===== src/rtl/vec_beat_seq_if.sv =====
// rtl/vec_beat_seq_if.sv - beat stream between the sequencer and the lane datapath
interface vec_beat_seq_if #(
  parameter int IDX_W  = 15,
  parameter int ELEM_W = 12,
  parameter int BE_W   = 8
);
  logic              beat_valid;
  logic              beat_ready;
  logic [IDX_W-1:0]  beat_idx;
  logic [BE_W-1:0]   beat_be;
  logic [ELEM_W-1:0] beat_elem;
  logic              beat_last;

  modport master (
    output beat_valid, beat_idx, beat_be, beat_elem, beat_last,
    input  beat_ready
  );

  modport slave (
    input  beat_valid, beat_idx, beat_be, beat_elem, beat_last,
    output beat_ready
  );
endinterface


===== src/rtl/vec_beat_seq.sv =====
// rtl/vec_beat_seq.sv - vector beat sequencer
// Turns one (avl, sew) operation into a stream of byte-masked beats and a done pulse.
module vec_beat_seq #(
  parameter int VLEN          = 16384,
  parameter int DATA_WIDTH    = 64,
  parameter int VLMAX         = VLEN >> 3,
  parameter int VLEN_B_BITS   = $clog2(VLMAX),
  parameter bit ENABLE_64_BIT = 1'b1,
  localparam int BPB          = DATA_WIDTH / 8,
  localparam int BB           = $clog2(BPB)
) (
  input  logic                 clk,
  input  logic                 rst_n,
  input  logic                 start,
  output logic                 start_ready,
  input  logic [VLEN_B_BITS:0] avl,
  input  logic [1:0]           sew,
  input  logic                 abort,
  vec_beat_seq_if.master       beat,
  output logic                 done,
  output logic                 err
);

  localparam int NB_W   = VLEN_B_BITS + 4;
  localparam int ELEM_W = VLEN_B_BITS + 1;

  typedef enum logic [1:0] {
    S_IDLE = 2'd0,
    S_RUN  = 2'd1,
    S_FIN  = 2'd2
  } state_t;

  state_t          state_q, state_d;
  logic [1:0]      sew_q, sew_d;
  logic [BB-1:0]   rem_q, rem_d;
  logic [NB_W-1:0] last_idx_q, last_idx_d;
  logic [NB_W-1:0] beat_idx_q, beat_idx_d;
  logic            err_q, err_d;

  logic [NB_W-1:0] nbytes_in;
  logic [NB_W:0]   nbeats_in;
  logic            illegal_sew;
  logic            is_last;
  logic [4:0]      elem_shamt;
  logic [BPB-1:0]  rem_mask;

  // Byte count is formed at full width so avl = VLMAX with sew = 3 never truncates.
  always_comb begin
    nbytes_in   = {3'b000, avl} << sew;
    nbeats_in   = ({1'b0, nbytes_in} + (NB_W+1)'(BPB - 1)) >> BB;
    illegal_sew = (ENABLE_64_BIT == 1'b0) && (sew == 2'd3);
    is_last     = (beat_idx_q == last_idx_q);
    elem_shamt  = 5'(BB) - {3'b000, sew_q};
  end

  always_comb begin
    for (int b = 0; b < BPB; b++) begin
      rem_mask[b] = (rem_q == '0) || (BB'(b) < rem_q);
    end
  end

  always_ff @(posedge clk) begin
    if (!rst_n) begin
      state_q    <= S_IDLE;
      sew_q      <= 2'd0;
      rem_q      <= '0;
      last_idx_q <= '0;
      beat_idx_q <= '0;
      err_q      <= 1'b0;
    end else begin
      state_q    <= state_d;
      sew_q      <= sew_d;
      rem_q      <= rem_d;
      last_idx_q <= last_idx_d;
      beat_idx_q <= beat_idx_d;
      err_q      <= err_d;
    end
  end

  always_comb begin
    state_d    = state_q;
    sew_d      = sew_q;
    rem_d      = rem_q;
    last_idx_d = last_idx_q;
    beat_idx_d = beat_idx_q;
    err_d      = err_q;
    case (state_q)
      S_IDLE: begin
        if (start) begin
          sew_d      = sew;
          rem_d      = nbytes_in[BB-1:0];
          last_idx_d = NB_W'(nbeats_in - (NB_W+1)'(1));
          beat_idx_d = '0;
          err_d      = illegal_sew;
          state_d    = ((avl == '0) || illegal_sew) ? S_FIN : S_RUN;
        end
      end
      S_RUN: begin
        // Abort wins over a beat accepted in the same cycle; that beat is not counted.
        if (abort) begin
          state_d = S_IDLE;
        end else if (beat.beat_ready) begin
          beat_idx_d = beat_idx_q + NB_W'(1);
          if (is_last) begin
            state_d = S_FIN;
          end
        end
      end
      S_FIN: begin
        state_d = S_IDLE;
      end
      default: begin
        state_d = S_IDLE;
      end
    endcase
  end

  always_comb begin
    start_ready     = (state_q == S_IDLE);
    done            = (state_q == S_FIN);
    err             = (state_q == S_FIN) && err_q;
    beat.beat_valid = (state_q == S_RUN);
    beat.beat_idx   = beat_idx_q;
    beat.beat_last  = (state_q == S_RUN) && is_last;
    beat.beat_elem  = '0;
    beat.beat_be    = '0;
    if (state_q == S_RUN) begin
      beat.beat_elem = ELEM_W'(beat_idx_q << elem_shamt);
      beat.beat_be   = is_last ? rem_mask : {BPB{1'b1}};
    end
  end

endmodule


===== src/flat_wrapper.sv =====
// flat-port wrapper written by rule: the top's interface ports become plain ports
module vec_beat_seq_flat 
#(
  parameter int VLEN          = 16384,
  parameter int DATA_WIDTH    = 64,
  parameter int VLMAX         = VLEN >> 3,
  parameter int VLEN_B_BITS   = $clog2(VLMAX),
  parameter bit ENABLE_64_BIT = 1'b1,
  localparam int BPB          = DATA_WIDTH / 8,
  localparam int BB           = $clog2(BPB)
)
  (clk, rst_n, start, start_ready, avl, sew, abort, done, err, beat_beat_valid, beat_beat_idx, beat_beat_be, beat_beat_elem, beat_beat_last, beat_beat_ready);
  vec_beat_seq_if #(.IDX_W((VLEN_B_BITS + 4)), .ELEM_W((VLEN_B_BITS + 1)), .BE_W((8))) beat_i ();
  input  logic clk;
  input  logic rst_n;
  input  logic start;
  output logic start_ready;
  input  logic [VLEN_B_BITS:0] avl;
  input  logic [1:0] sew;
  input  logic abort;
  output logic done;
  output logic err;
  output wire logic [$bits(beat_i.beat_valid)-1:0] beat_beat_valid;
  output wire logic [$bits(beat_i.beat_idx)-1:0] beat_beat_idx;
  output wire logic [$bits(beat_i.beat_be)-1:0] beat_beat_be;
  output wire logic [$bits(beat_i.beat_elem)-1:0] beat_beat_elem;
  output wire logic [$bits(beat_i.beat_last)-1:0] beat_beat_last;
  input wire logic [$bits(beat_i.beat_ready)-1:0] beat_beat_ready;
  assign beat_beat_valid = beat_i.beat_valid;
  assign beat_beat_idx = beat_i.beat_idx;
  assign beat_beat_be = beat_i.beat_be;
  assign beat_beat_elem = beat_i.beat_elem;
  assign beat_beat_last = beat_i.beat_last;
  assign beat_i.beat_ready = beat_beat_ready;
  vec_beat_seq #(.VLEN(VLEN), .DATA_WIDTH(DATA_WIDTH), .VLMAX(VLMAX), .VLEN_B_BITS(VLEN_B_BITS), .ENABLE_64_BIT(ENABLE_64_BIT)) u_core (.clk(clk), .rst_n(rst_n), .start(start), .start_ready(start_ready), .avl(avl), .sew(sew), .abort(abort), .beat(beat_i), .done(done), .err(err));
endmodule

===== config.mk =====
export PLATFORM = sky130hd
export DESIGN_NAME = vec_beat_seq_flat
export DESIGN_NICKNAME = d
export VERILOG_FILES = /design/src/rtl/vec_beat_seq_if.sv /design/src/rtl/vec_beat_seq.sv /design/src/flat_wrapper.sv
export SDC_FILE = /design/constraint.sdc
export NUM_CORES = 1
export LEC_CHECK = 0
export BUFFER_PORTS_ARGS = -buffer_cell sky130_fd_sc_hd__buf_4
export CORE_AREA = 2 2 85 87
export DETAILED_ROUTE_END_ITERATION = 10
export DIE_AREA = 0 0 87 89
export SLEW_MARGIN = 15
export SYNTH_ARGS = -nofsm -noshare
export SYNTH_HDL_FRONTEND = slang
export SYNTH_SLANG_ARGS = --single-unit

===== constraint.sdc =====
create_clock -name clk -period 6.95 [get_ports clk]
set_input_delay 1.39 -clock clk [delete_from_list [all_inputs] [get_ports clk]]
set_output_delay 1.39 -clock clk [all_outputs]
set_load 0.005 [all_outputs]

# Word level (Yosys, flattened, before mapping)
# Cells that the tools add are included.
[totals]
in_bits = 19
word_cells = 56
reg_bits = 37
output_inout_bits = 40
[op_classes]
n_eq_ne = 8
magnitude_cmp = 8
n_mux = 13
addsub = 4
n_reduce_logical = 16
shifts = 2
[ops]
columns = ["op", "count"]
rows = [
  ["2-to-1 mux 15 bit", 3],
  ["one-hot mux 15 bit (2 select lines)", 1],
  ["adder 15 x 3 -> 16 bit (second input constant)", 1],
  ["2-to-1 mux 8 bit", 2],
  ["adder 15 x 1 -> 15 bit (second input constant)", 1],
  ["equality test 15 bit", 1],
  ["left shift 12 x 2 -> 15 bit", 1],
  ["left shift 15 x 5 -> 12 bit", 1],
  ["subtractor 13 x 1 -> 14 bit (second input constant)", 1],
  ["zero test 12 bit", 1],
  ["less-than comparator 3 bit (first input constant)", 4],
  ["2-to-1 mux 12 bit", 1],
  ["2-to-1 mux 2 bit", 5],
  ["logical OR 1 bit", 8],
  ["less-than comparator 1 x 3 -> 1 bit (first input constant)", 2],
  ["less-than comparator 2 x 3 -> 1 bit (first input constant)", 2],
  ["!= test 3 x 2 -> 1 bit (second input constant)", 2],
  ["!= test 2 bit (second input constant)", 2],
  ["one-hot mux 2 bit (2 select lines)", 1],
  ["AND reduction 4 bit", 1],
  ["zero test 3 bit", 1],
  ["AND reduction 3 bit", 1],
  ["subtractor 2 x 2 -> 3 bit (first input constant)", 1],
  ["equality test 2 x 1 -> 1 bit (second input constant)", 1],
  ["other kinds (6)", 6],
]

# Longest topological paths before layout
# Gate-level depths: netlist (run 1).
[depth]
depth_word = 5
mapped_depth = 11
ltp_nobuf = 10

# Least setup slack after synthesis (run 1)
# Ideal clock, no wire load.
[synth_timing]
kind = "input to register"
start = "in sew[0]"
end = "reg u_core.last_idx_q[10]"
arrival_ps = 3280
path_stages = 10
path_slack_ps = 3548
required_ps = 6828
cell_sequence = "buf_6 -> mux2_2 -> mux2_2 -> o211ai_4 -> nand2_1 -> ha_1 -> inv_1 -> nor2_1 -> a31o_1 -> a221o_1"
[synth_via]
elab_chain_cells = 3
[synth_lines]
columns = ["element", "line_no", "rtl"]
rows = [
  ["from (decl)", "flat_wrapper.sv:19", "input logic [1:0] sew;"],
  ["left shift 12 x 2 -> 15 bit", "vec_beat_seq.sv:49", "nbytes_in = {3'b000, avl} << sew;"],
  ["adder 15 x 3 -> 16 bit", "vec_beat_seq.sv:50", "nbeats_in = ({1'b0, nbytes_in} + (NB_W+1)'(BPB - 1)) >> BB;"],
  ["subtractor 13 x 1 -> 14 bit", "vec_beat_seq.sv:92", "last_idx_d = NB_W'(nbeats_in - (NB_W+1)'(1));"],
  ["to (signal assigned)", "vec_beat_seq.sv:74", "last_idx_q <= last_idx_d;"],
  ["to (decl)", "vec_beat_seq.sv:36", "logic [NB_W-1:0] last_idx_q, last_idx_d;"],
]
# Every way passes these cells.
# A chain may end at the register's enable or synchronous reset.

# Worst setup path in the final report (run 1)
[layout_timing]
start = "reg u_core.beat_idx_q[10] (netlist: u_core.beat.beat_idx[10])"
end = "out beat_beat_be[1]"
[layout_via]
elab_chain_cells = 3
[layout_lines]
columns = ["element", "line_no", "rtl"]
rows = [
  ["from (decl)", "vec_beat_seq.sv:37", "logic [NB_W-1:0] beat_idx_q, beat_idx_d;"],
  ["from (signal assigned)", "vec_beat_seq.sv:75", "beat_idx_q <= beat_idx_d;"],
  ["equality test 15 bit", "vec_beat_seq.sv:52", "is_last = (beat_idx_q == last_idx_q);"],
  ["2-to-1 mux 8 bit", "vec_beat_seq.sv:129", "beat.beat_be = is_last ? rem_mask : {BPB{1'b1}};"],
  ["2-to-1 mux 8 bit", "vec_beat_seq.sv:127", "if (state_q == S_RUN) begin"],
  ["to (decl)", "flat_wrapper.sv:25", "output wire logic [$bits(beat_i.beat_be)-1:0] beat_beat_be;"],
]
# Every way passes these cells.

==> flow_metrics.env, run 1 <==
export IMPL_grt_pass1_vias=2244
export IMPL_syn_avg_cell_area_um2=8.355
export IMPL_dpl_hpwl_um=5053
export IMPL_grt_overflow_total=0
export IMPL_wl_per_cell_um=14.24
export IMPL_hold_violations=0
export IMPL_area_growth_pct=19.44
export IMPL_finalSetupTns_ns=0
export IMPL_top_layer="met4"
export IMPL_period_needed_ns=3.830
export IMPL_dp_cells=448
export IMPL_ant_nets=0
export IMPL_start_util_pct=41.28
export IMPL_fin_skew_ns=0.004973
export IMPL_reg2reg_from="u_core.beat.beat_idx[10]$_SDFFE_PN0P_"
export IMPL_critPathMaxFanout=8
export IMPL_cts_resized=0
export IMPL_final_cells=456
export IMPL_rows=30
export IMPL_outcome="finished clean"
export IMPL_internal_power_uw=376.7
export IMPL_power_frac_seq_pct=42.4
export IMPL_cts_buffers=5
export IMPL_power_leakage_uw=0.001389
export IMPL_hold_buffers=0
export IMPL_timing_hold_ws_ns=0.4600
export IMPL_clock_latency_ns=0.29
export IMPL_cts_tree="done"
export IMPL_postCtsSetupBuffers=0
export IMPL_wl_met1_um=3109
export IMPL_drt_iter0_markers=65
export IMPL_drive_gt1_share_pct=23.67
export IMPL_drt_total_wl_um=6494
export IMPL_synth_top_area_share_pct=25.98
export IMPL_comb_power_share_pct=23.4
export IMPL_wl_met2_um=3090
export IMPL_h_tree_depth=2
export IMPL_dr_pass1_iters=4
export IMPL_via_per_inst=5.390
export IMPL_diodes=0
export IMPL_coreArea_um2=6719
export IMPL_report_final_slew_viol_count=0
export IMPL_end_kind="primary output"
export IMPL_worstRegToRegCells=6
export IMPL_required_ns=5.56
export IMPL_worst_pin_slew_ns=0.7499
export IMPL_powerDensity_nw_per_um2=160.6
export IMPL_startpoint="u_core.beat.beat_idx[10]$_SDFFE_PN0P_"
export IMPL_p_clk_share_pct=34.2
export IMPL_place_congestion=0.8724
export IMPL_setup_violations=0
export IMPL_dieArea_um2=7743
export IMPL_min_from="u_core.last_idx_q[12]$_SDFFE_PN0P_"
export IMPL_rsz0062_at_grt="no"
export IMPL_ios=59
export IMPL_die_h_um=89
export IMPL_max_freq_mhz=261.1
export IMPL_slew_headroom_pct=49.94
export IMPL_synth_cell_types=57
export IMPL_synth_cell_area_um2=2774
export IMPL_start_kind="flop"
export IMPL_hp_class="flop to flop"
export IMPL_synth_area_top_cells="dfxtp_1 (26%), xor2_1 (7.3%), nor2_1 (4.6%), mux2i_1 (4.3%), a211oi_1 (4.3%)"
export IMPL_nets=396
export IMPL_syn_inst=332
export IMPL_fp_dieW_um=87
export IMPL_ys_async_sr_fraction_pct=0
export IMPL_grt_pass1_wl_um=10800
export IMPL_cp_data_arrival_time_ns=2.44
export IMPL_cts_sinks=36
export IMPL_synth_top_cell_by_area="dfxtp_1"
export IMPL_synth_edf_count=0
export IMPL_grt_usage_pct=17.27
export IMPL_p_switching_uw=155.3
export IMPL_yosys_register_bits=36
export IMPL_drc=0
export IMPL_ys_warn_count=0
export IMPL_port_buffers=57
export IMPL_critPathKind="flop to primary output"
export IMPL_antenna_found_initial=0
export IMPL_vias=2458
export IMPL_holdPathStages=2
export IMPL_met3WireLength_um=211
export IMPL_clockRootBuffer="clkbuf_8"
export IMPL_ys_flop_type="dfxtp_1"
export IMPL_ir_drop_v=0.0001033
export IMPL_clk_path_buf_depth=2
export IMPL_period_share_pct=55.10
export IMPL_yosysMostFrequentCell="dfxtp_1"
export IMPL_grt_max_degree=24
export IMPL_yosysSeqAreaShare_pct=25.98
export IMPL_synthTopCellsByCount="dfxtp_1 (36), nor2_1 (34), nand2_1 (31)"
export IMPL_path_clk_slew_ns=0.08
export IMPL_p_sw_share_pct=29.19
export IMPL_maxCapViolations=0
export IMPL_synthesis_nets=353
worst paths after layout:
| path | end | slack, ns |
|---|---|---|
| setup / recovery | beat_beat_be[1] | 3.12 |
| setup reg to reg | u_core.state_q[0]$_SDFFE_PN0P_ | 4.87 |
| hold reg to reg | u_core.last_idx_q[12]$_SDFFE_PN0P_ | 0.46 |
| hold / removal | u_core.last_idx_q[12]$_SDFFE_PN0P_ | 0.46 |
sequential cells by signal, summed over array words and instances, names as in the netlist:
signal / cells
u_core.state_q: 2
u_core.beat.beat_idx: 15
u_core.sew_q: 2
u_core.last_idx_q: 14
u_core.rem_q: 3
placed cells by master, fill, tap and decap left out, types with 5 or more instances in the layout:
master	synthesis	layout
buf_4	1	57
dfxtp_1	36	36
nor2_1	34	34
nand2_1	31	31
xor2_1	23	23
a211oi_1	16	16
mux2i_1	12	12
nand3_1	11	11
xnor2_1	10	10
nor2b_1	9	9
o21ai_0	9	9
a21oi_1	9	9
and3_1	7	7
a31oi_1	7	7
and2_1	7	7
mux2_2	5	5
nand4_1	5	5
a21boi_0	5	5
clkbuf_8	0	5
cells by family after synthesis:
logic type	Yosys count	share of synthesized area, %
and+or+nand+nor	137	26.07
AOI/OAI and AO/OA	70	19.17
DFF	36	25.98
xor gates and xnor gates	33	10.42
buffers and inverters	27	4.420
muxes	26	12.90
adders and majority gates	2	0.9020
other	1	0.1352
metal layers:
layer	global-route usage, %	up-vias
met5	0	-
met2	29.49	48
met1	22.78	1110
met4	4.403	0
li1	-	1292
met3	2.770	8
cell type report:
type | count | area, um2
Tap cell | 80 | 100.1
Inverter | 6 | 22.52
Clock inverter | 3 | 42.54
Multi-Input combinational cell | 269 | 1931
Timing Repair Buffer | 57 | 427.9
Clock buffer | 5 | 68.82
Sequential cell | 36 | 720.7
Fill cell | 697 | 3406
stage by stage:
step	total power (uW)	worst slack [ns]	instance area [um2]	util [%]
2_1_floorplan	318.1	3.548	2774	-
3_3_place_gp	355.1	3.238	3202	47.65
3_5_place_dp	355.8	3.216	3202	47.65
4_1_cts	537.8	3.039	3313	49.31
5_1_grt	562.5	2.900	3313	49.31
6_report	532.0	3.120	3313	49.31
power groups by stage:
stage                     combinational [uW]  sequential (uW)  clock (uW)
after floorplan                         93.1              225           0
after CTS                                126              226         186
after global routing                     140              227         196
after global placement                   125              230           0
final                                    125              226         182
after detailed placement                 125              231           0
worst max-delay path, cell delays in order, from the launching register on:
cell     delay [ns]
dfxtp_1        0.52
xor2_1         0.12
nor4_1         0.26
o21ai_0        0.19
nor4_2         0.49
nor2b_1        0.29
a31oi_1        0.11
buf_4          0.17
Power figures use the tool's default switching activity.
==> inputs of run 2 (changes only) <==
--- a/config.mk
+++ b/config.mk
@@ -5,10 +5,11 @@
 export SDC_FILE = /design/constraint.sdc
 export NUM_CORES = 1
 export LEC_CHECK = 0
+export ABC_AREA = 1
 export BUFFER_PORTS_ARGS = -buffer_cell sky130_fd_sc_hd__buf_4
-export CORE_AREA = 2 2 85 87
+export CORE_AREA = 2 2 90 92
 export DETAILED_ROUTE_END_ITERATION = 10
-export DIE_AREA = 0 0 87 89
+export DIE_AREA = 0 0 92 94
 export SLEW_MARGIN = 15
 export SYNTH_ARGS = -nofsm -noshare
 export SYNTH_HDL_FRONTEND = slang
==> constraint.sdc (replaced) <==
create_clock -name clk -period 3.23 [get_ports clk]
set_input_delay 0.646 -clock clk [delete_from_list [all_inputs] [get_ports clk]]
set_output_delay 0.646 -clock clk [all_outputs]
set_load 0.005 [all_outputs]
==> run 2 against run 1 <==
  * Sequential cell count did not move
  * Critical path type unchanged
  * Hold slack improved by 0.032 ns
  * Sequential share of layout area fell by 2.2 points
  * Largest power group unchanged
  * Global-route usage rose by 1.7 points
  * Register-to-register slack got worse by 3.7 ns
  * Largest cell class unchanged
  * Cell area rose by 11%
  * Sequential power rose by 120%
==> flow_metrics.env, run 2 <==
export IMPL_grt_pass1_wl_um=13720
export IMPL_diodes=0
export IMPL_finalSetupTns_ns=0
export IMPL_drt_iter0_markers=139
export IMPL_ant_nets=0
export IMPL_postCtsSetupBuffers=0
export IMPL_ir_drop_v=0.0001368
export IMPL_synth_area_top_cells="dfxtp_1 (23%), nand2_1 (17%), inv_1 (7.8%), nand3_1 (7.3%), o21ai_0 (5.1%)"
export IMPL_clk_path_buf_depth=2
export IMPL_synth_cell_area_um2=3138
export IMPL_mostFrequentLayoutCells="nand2_1 (138), inv_1 (65), buf_4 (59)"
export IMPL_hold_buffers=0
export IMPL_required_ns=2.58
export IMPL_syn_inst=517
export IMPL_final_common_cell="nand2_1"
export IMPL_maxCapViolations=0
export IMPL_outcome="finished clean"
export IMPL_dieArea_um2=8648
export IMPL_cts_sinks=36
export IMPL_drt_total_wl_um=7953
export IMPL_slew_headroom_pct=61.62
export IMPL_critPathMaxFanout=7
export IMPL_power_leakage_uw=0.001789
export IMPL_cts_tree="done"
export IMPL_powerDensity_nw_per_um2=325.4
export IMPL_grt_overflow_total=0
export IMPL_via_per_inst=5.000
export IMPL_nets=588
export IMPL_utilization_pct=48.50
export IMPL_finalWorstSetupSlack_ns=0.4074
export IMPL_rows=32
export IMPL_period_share_pct=87.39
export IMPL_ys_warn_count=0
export IMPL_wl_per_cell_um=11.87
export IMPL_fin_skew_ns=0.006687
export IMPL_cp_data_arrival_time_ns=2.18
export IMPL_cts_resized=0
export IMPL_worst_pin_slew_ns=0.5749
export IMPL_pre_cts_slack_ns=0.4991
export IMPL_h_tree_depth=2
export IMPL_start_kind="flop"
export IMPL_drc=0
export IMPL_coreArea_um2=7607
export IMPL_multiInputGateArea_um2=2023
export IMPL_vias=3350
export IMPL_synth_edf_count=0
export IMPL_critPathKind="flop to primary output"
export IMPL_ios=59
export IMPL_largest_reg_flops=15
export IMPL_dpl_hpwl_um=6358
export IMPL_setup_violations=0
export IMPL_report_final_slew_viol_count=0
export IMPL_rsz0062_at_grt="no"
export IMPL_area_growth_pct=17.58
export IMPL_grt_usage_pct=19.00
export IMPL_yosysMostFrequentCell="nand2_1"
export IMPL_path_clk_slew_ns=0.07
export IMPL_grt_max_degree=23
export IMPL_synth_top_area_share_pct=22.97
export IMPL_ys_flop_type="dfxtp_1"
export IMPL_syn_avg_cell_area_um2=6.070
export IMPL_period_needed_ns=2.823
export IMPL_port_buffers=57
export IMPL_grt_pass1_vias=3167
export IMPL_clockRootBuffer="clkbuf_8"
export IMPL_clock_latency_ns=0.28
export IMPL_die_h_um=94
export IMPL_ys_async_sr_fraction_pct=0
export IMPL_synth_cell_types=44
export IMPL_max_freq_mhz=354.3
export IMPL_yosysSeqAreaShare_pct=22.97
export IMPL_dr_pass1_iters=4
export IMPL_end_kind="primary output"
export IMPL_synthesis_nets=538
export IMPL_drive_gt1_share_pct=21.13
export IMPL_fillers=832
export IMPL_antenna_found_initial=0
export IMPL_hold_violations=0
export IMPL_start_util_pct=41.25
export IMPL_place_congestion=0.8093
export IMPL_hp_class="flop to flop"
export IMPL_synth_top_cell_by_area="dfxtp_1"
export IMPL_regArea_um2=720.7
export IMPL_fp_dieW_um=92
export IMPL_yosys_register_bits=36
export IMPL_cts_buffers=5
export IMPL_synthTopCellsByCount="nand2_1 (138), inv_1 (65), nand3_1 (46)"
-- run 2: changes by cell type after synthesis, moves of 12 or more --
cell,change
inv_1,+61
a211oi_1,-14
mux2i_1,-12
nand3_1,+35
nand2_2,+23
nand2_1,+107
xor2_1,-17
o22ai_1,+14
o21ai_0,+23
-- run 2: worst paths after layout --
| check | startpoint | end | slack [ns] | cells past startpoint |
|---|---|---|---|---|
| setup / recovery | u_core.beat.beat_idx[5]$_SDFFE_PN0P_ | beat_beat_be[1] | 0.41 | 9 |
| hold / removal | u_core.last_idx_q[0]$_SDFFE_PN0P_ | u_core.last_idx_q[0]$_SDFFE_PN0P_ | 0.49 | 2 |
| setup reg to reg | u_core.state_q[0]$_SDFFE_PN0P_ | u_core.beat.beat_idx[13]$_SDFFE_PN0P_ | 1.13 | 13 |
| hold reg to reg | u_core.last_idx_q[0]$_SDFFE_PN0P_ | u_core.last_idx_q[0]$_SDFFE_PN0P_ | 0.49 | 2 |
-- run 2: worst max-delay path, stage by stage (launching register included) --
cell and delay (ns):
dfxtp_1 0.45, xnor2_1 0.16, nand3_1 0.08, a2111oi_0 0.34
nand2_1 0.21, o21ai_0 0.19, inv_1 0.11, a21oi_1 0.15
inv_1 0.07, buf_4 0.13
-- run 2: metrics by stage --
step / area (um2) / power, uW / hold WS, ns / std cells
2_1_floorplan: 3138 / 777.1 / 0.4473 / 517
4_1_cts: 3690 / 1214 / 0.4918 / 670
5_1_grt: 3690 / 1278 / 0.5226 / 670
6_report: 3690 / 1201 / 0.4920 / 670
3_3_place_gp: 3596 / 878.8 / 0.4683 / 662
3_5_place_dp: 3596 / 881.2 / 0.4762 / 662
-- run 2: final cells by class --
class	count	share of cell area (%)
Sequential cell	36	19.53
Timing Repair Buffer	59	12.00
Tap cell	102	3.459
Multi-Input combinational cell	392	54.83
Inverter	73	7.630
Clock inverter	1	0.2035
Clock buffer	7	2.340
-- run 2: logic make-up (layout without fill, tap and decap cells) --
group                    Yosys count  count (layout)  synth area share, %
AND/OR/NAND/NOR                  294             294                44.70
AO/OA/AOI/OAI                     80              80                14.67
flip-flops                        36              36                22.97
XOR/XNOR                          15              15                4.187
other                              1               1               0.1195
buffers and inverters             89             140                12.56
adder cells (fa/ha/maj)            2               2               0.7973
-- run 2: power breakdown --
group | leakage (uW) | internal [uW] | switching, uW | total [uW]
Sequential | 0.000294 | 468 | 22.4 | 491
Clock | 0.0000445 | 173 | 157 | 330
Combinational | 0.00145 | 140 | 240 | 380
Total | 0.00179 | 782 | 419 | 1200
-- run 2: per-layer routing --
metal	global-route usage [%]	share of wire, %	vias up
met1	23.14	47	1487
met5	0	0	-
li1	-	-	1782
met2	35.29	48	72
met3	2.167	4.1	9
met4	5.224	1.3	0
==> inputs of run 3 (changes only) <==
==> constraint.sdc (replaced) <==
create_clock -name clk -period 2.76 [get_ports clk]
set_input_delay 0.552 -clock clk [delete_from_list [all_inputs] [get_ports clk]]
set_output_delay 0.552 -clock clk [all_outputs]
set_load 0.005 [all_outputs]
==> run 3 against run 2 <==
  * Via count fell by 0.15%
  * First-iteration DRC count fell by 24%
  * Die area did not move
  * Cell area rose by 2.2%
  * Sequential cell count did not move
  * Highest routed layer unchanged
  * Largest cell class unchanged
  * Setup slack got worse by 0.24 ns
  * Power rose by 25%
  * Non-clock buffer count rose by 6
  * Register-to-register slack got worse by 0.36 ns
==> flow_metrics.env, run 3 (synthesis gave the netlist of run 2 again) <==
export IMPL_outcome="finished clean"
export IMPL_grt_overflow_total=0
export IMPL_report_final_slew_viol_count=0
export IMPL_cts_buffers=5
export IMPL_hp_class="flop to flop"
export IMPL_finalSetupTns_ns=0
export IMPL_period_share_pct=93.91
export IMPL_crit_family="compound AO/OA/AOI/OAI gates"
export IMPL_cts_sinks=36
export IMPL_hold_violations=0
export IMPL_final_common_cell="nand2_1"
export IMPL_holdPathStages=1
export IMPL_required_ns=2.21
export IMPL_grt_usage_pct=19.51
export IMPL_drt_total_wl_um=8244
export IMPL_fin_skew_ns=0.009744
export IMPL_area_growth_pct=20.18
export IMPL_drive_gt1_share_pct=23.17
export IMPL_min_from="u_core.beat.beat_idx[13]$_SDFFE_PN0P_"
export IMPL_path_clk_slew_ns=0.08
export IMPL_max_freq_mhz=385.8
export IMPL_slowest_stage="dfxtp_1"
export IMPL_h_tree_depth=2
export IMPL_min_to="u_core.beat.beat_idx[13]$_SDFFE_PN0P_"
export IMPL_nets=594
export IMPL_mostFrequentLayoutCells="nand2_1 (138), inv_1 (65), buf_4 (65)"
export IMPL_r2r_end="u_core.beat.beat_idx[10]$_SDFFE_PN0P_"
export IMPL_powerDensity_nw_per_um2=398.7
export IMPL_drc=0
export IMPL_diodes=0
export IMPL_largest_reg_flops=15
export IMPL_reg2reg_slack_ns=0.77
export IMPL_worstPathCellList="xnor2_2, nand3_1, a2111oi_2, buf_4, nand2_1, o21ai_0, inv_1, a21oi_1, inv_1, buf_4"
export IMPL_port_buffers=57
export IMPL_rows=32
export IMPL_hold_buffers=0
export IMPL_coreArea_um2=7607
export IMPL_power_leakage_uw=0.001836
export IMPL_place_congestion=0.8464
export IMPL_worst_path_buf_inv=4
export IMPL_grt_max_degree=23
export IMPL_clk_path_buf_depth=2
export IMPL_setup_violations=0
export IMPL_cp_data_arrival_time_ns=2.04
export IMPL_postCtsSetupBuffers=0
export IMPL_clock_latency_ns=0.29
export IMPL_cts_tree="done"
export IMPL_drt_iter0_markers=106
export IMPL_vias=3345
export IMPL_maxCapViolations=0
export IMPL_fillers=825
export IMPL_finalWorstSetupSlack_ns=0.1680
export IMPL_period_needed_ns=2.592
export IMPL_wl_per_cell_um=12.20
export IMPL_grt_pass1_vias=3055
export IMPL_via_per_inst=4.948
export IMPL_ant_nets=0
export IMPL_pre_cts_slack_ns=0.1635
export IMPL_critPathKind="flop to primary output"
export IMPL_critPathMaxFanout=5
export IMPL_rsz0062_at_grt="no"
export IMPL_fp_dieW_um=92
export IMPL_die_h_um=94
export IMPL_grt_pass1_wl_um=13920
export IMPL_critical_path_max_stage_delay_ns=0.40
export IMPL_end_kind="primary output"
export IMPL_dieArea_um2=8648
export IMPL_clockRootBuffer="clkbuf_8"
export IMPL_start_util_pct=41.25
export IMPL_ios=59
export IMPL_dr_pass1_iters=4
export IMPL_reg2reg_from="u_core.state_q[1]$_SDFFE_PN0P_"
export IMPL_worstRegToRegCells=12
export IMPL_ir_drop_v=0.0001787
export IMPL_start_kind="flop"
export IMPL_antenna_found_initial=0
export IMPL_dpl_hpwl_um=6518
## run 3: worst reg2reg max path: cells and delay by family (launching register included)
family           cells  cell delay (ns)
AO/OA/AOI/OAI        2             0.21
flip-flops           1             0.35
AND/OR/NAND/NOR     10             1.33
## run 3: metal layers
layer  up-vias  global-route usage [%]  wire length, um
met5         -                       0                0
met4         0                   4.975               85
met3         7                   2.327              253
met2        62                   34.25             3852
met1      1479                   25.44             4053
li1       1797                       -                -
## run 3: per-stage QoR
step	utilization, %	instances	total power (uW)	hold WS [ns]	cell area [um2]
2_1_floorplan	-	517	909.4	0.4473	3138
3_3_place_gp	47.86	668	1036	0.4649	3641
3_5_place_dp	47.86	668	1040	0.4786	3641
4_1_cts	49.34	676	1506	0.4950	3754
5_1_grt	49.57	676	1597	0.5105	3771
6_report	49.57	676	1503	0.4707	3771
## run 3: worst max-delay path by stage
stage                                               from                                end  slack, ns  cells past startpoint
CTS                 u_core.beat.beat_idx[3]$_SDFFE_PN0P_                    beat_beat_be[1]       0.03                     10
detailed placement                                sew[1]  u_core.last_idx_q[6]$_SDFFE_PN0P_       0.16                     17
floorplan                                         sew[0]  u_core.last_idx_q[6]$_SDFFE_PN0P_       0.54                     19
global placement                                  sew[1]  u_core.last_idx_q[6]$_SDFFE_PN0P_       0.23                     17
finish              u_core.beat.beat_idx[3]$_SDFFE_PN0P_                    beat_beat_be[1]       0.17                     10
global route        u_core.beat.beat_idx[8]$_SDFFE_PN0P_                    beat_beat_be[1]       0.01                      9
## run 3: timing repair
action,CTS,global route
hold endpoints to repair,0,0
resized for setup,1,6
gates cloned,0,0
setup endpoints to repair,1,4
## run 3: final cells by class
cell class / instances / area (um2) / area share, %
inverters: 73 / 281.5 / 7.465
clock inverters: 3 / 42.54 / 1.128
repair buffers: 65 / 488.0 / 12.94
well taps: 102 / 127.6 / 3.384
multi-input cells: 392 / 2037 / 54.01
clock buffers: 5 / 68.82 / 1.825
flip-flops and latches: 36 / 725.7 / 19.24
## run 3: power breakdown
group / internal (uW) / leakage (uW) / switching, uW / total [uW]
clock: 268 / 0.0000541 / 202 / 470
combinational: 172 / 0.00149 / 289 / 461
sequential: 548 / 0.000296 / 23.8 / 572
total: 988 / 0.00184 / 516 / 1500
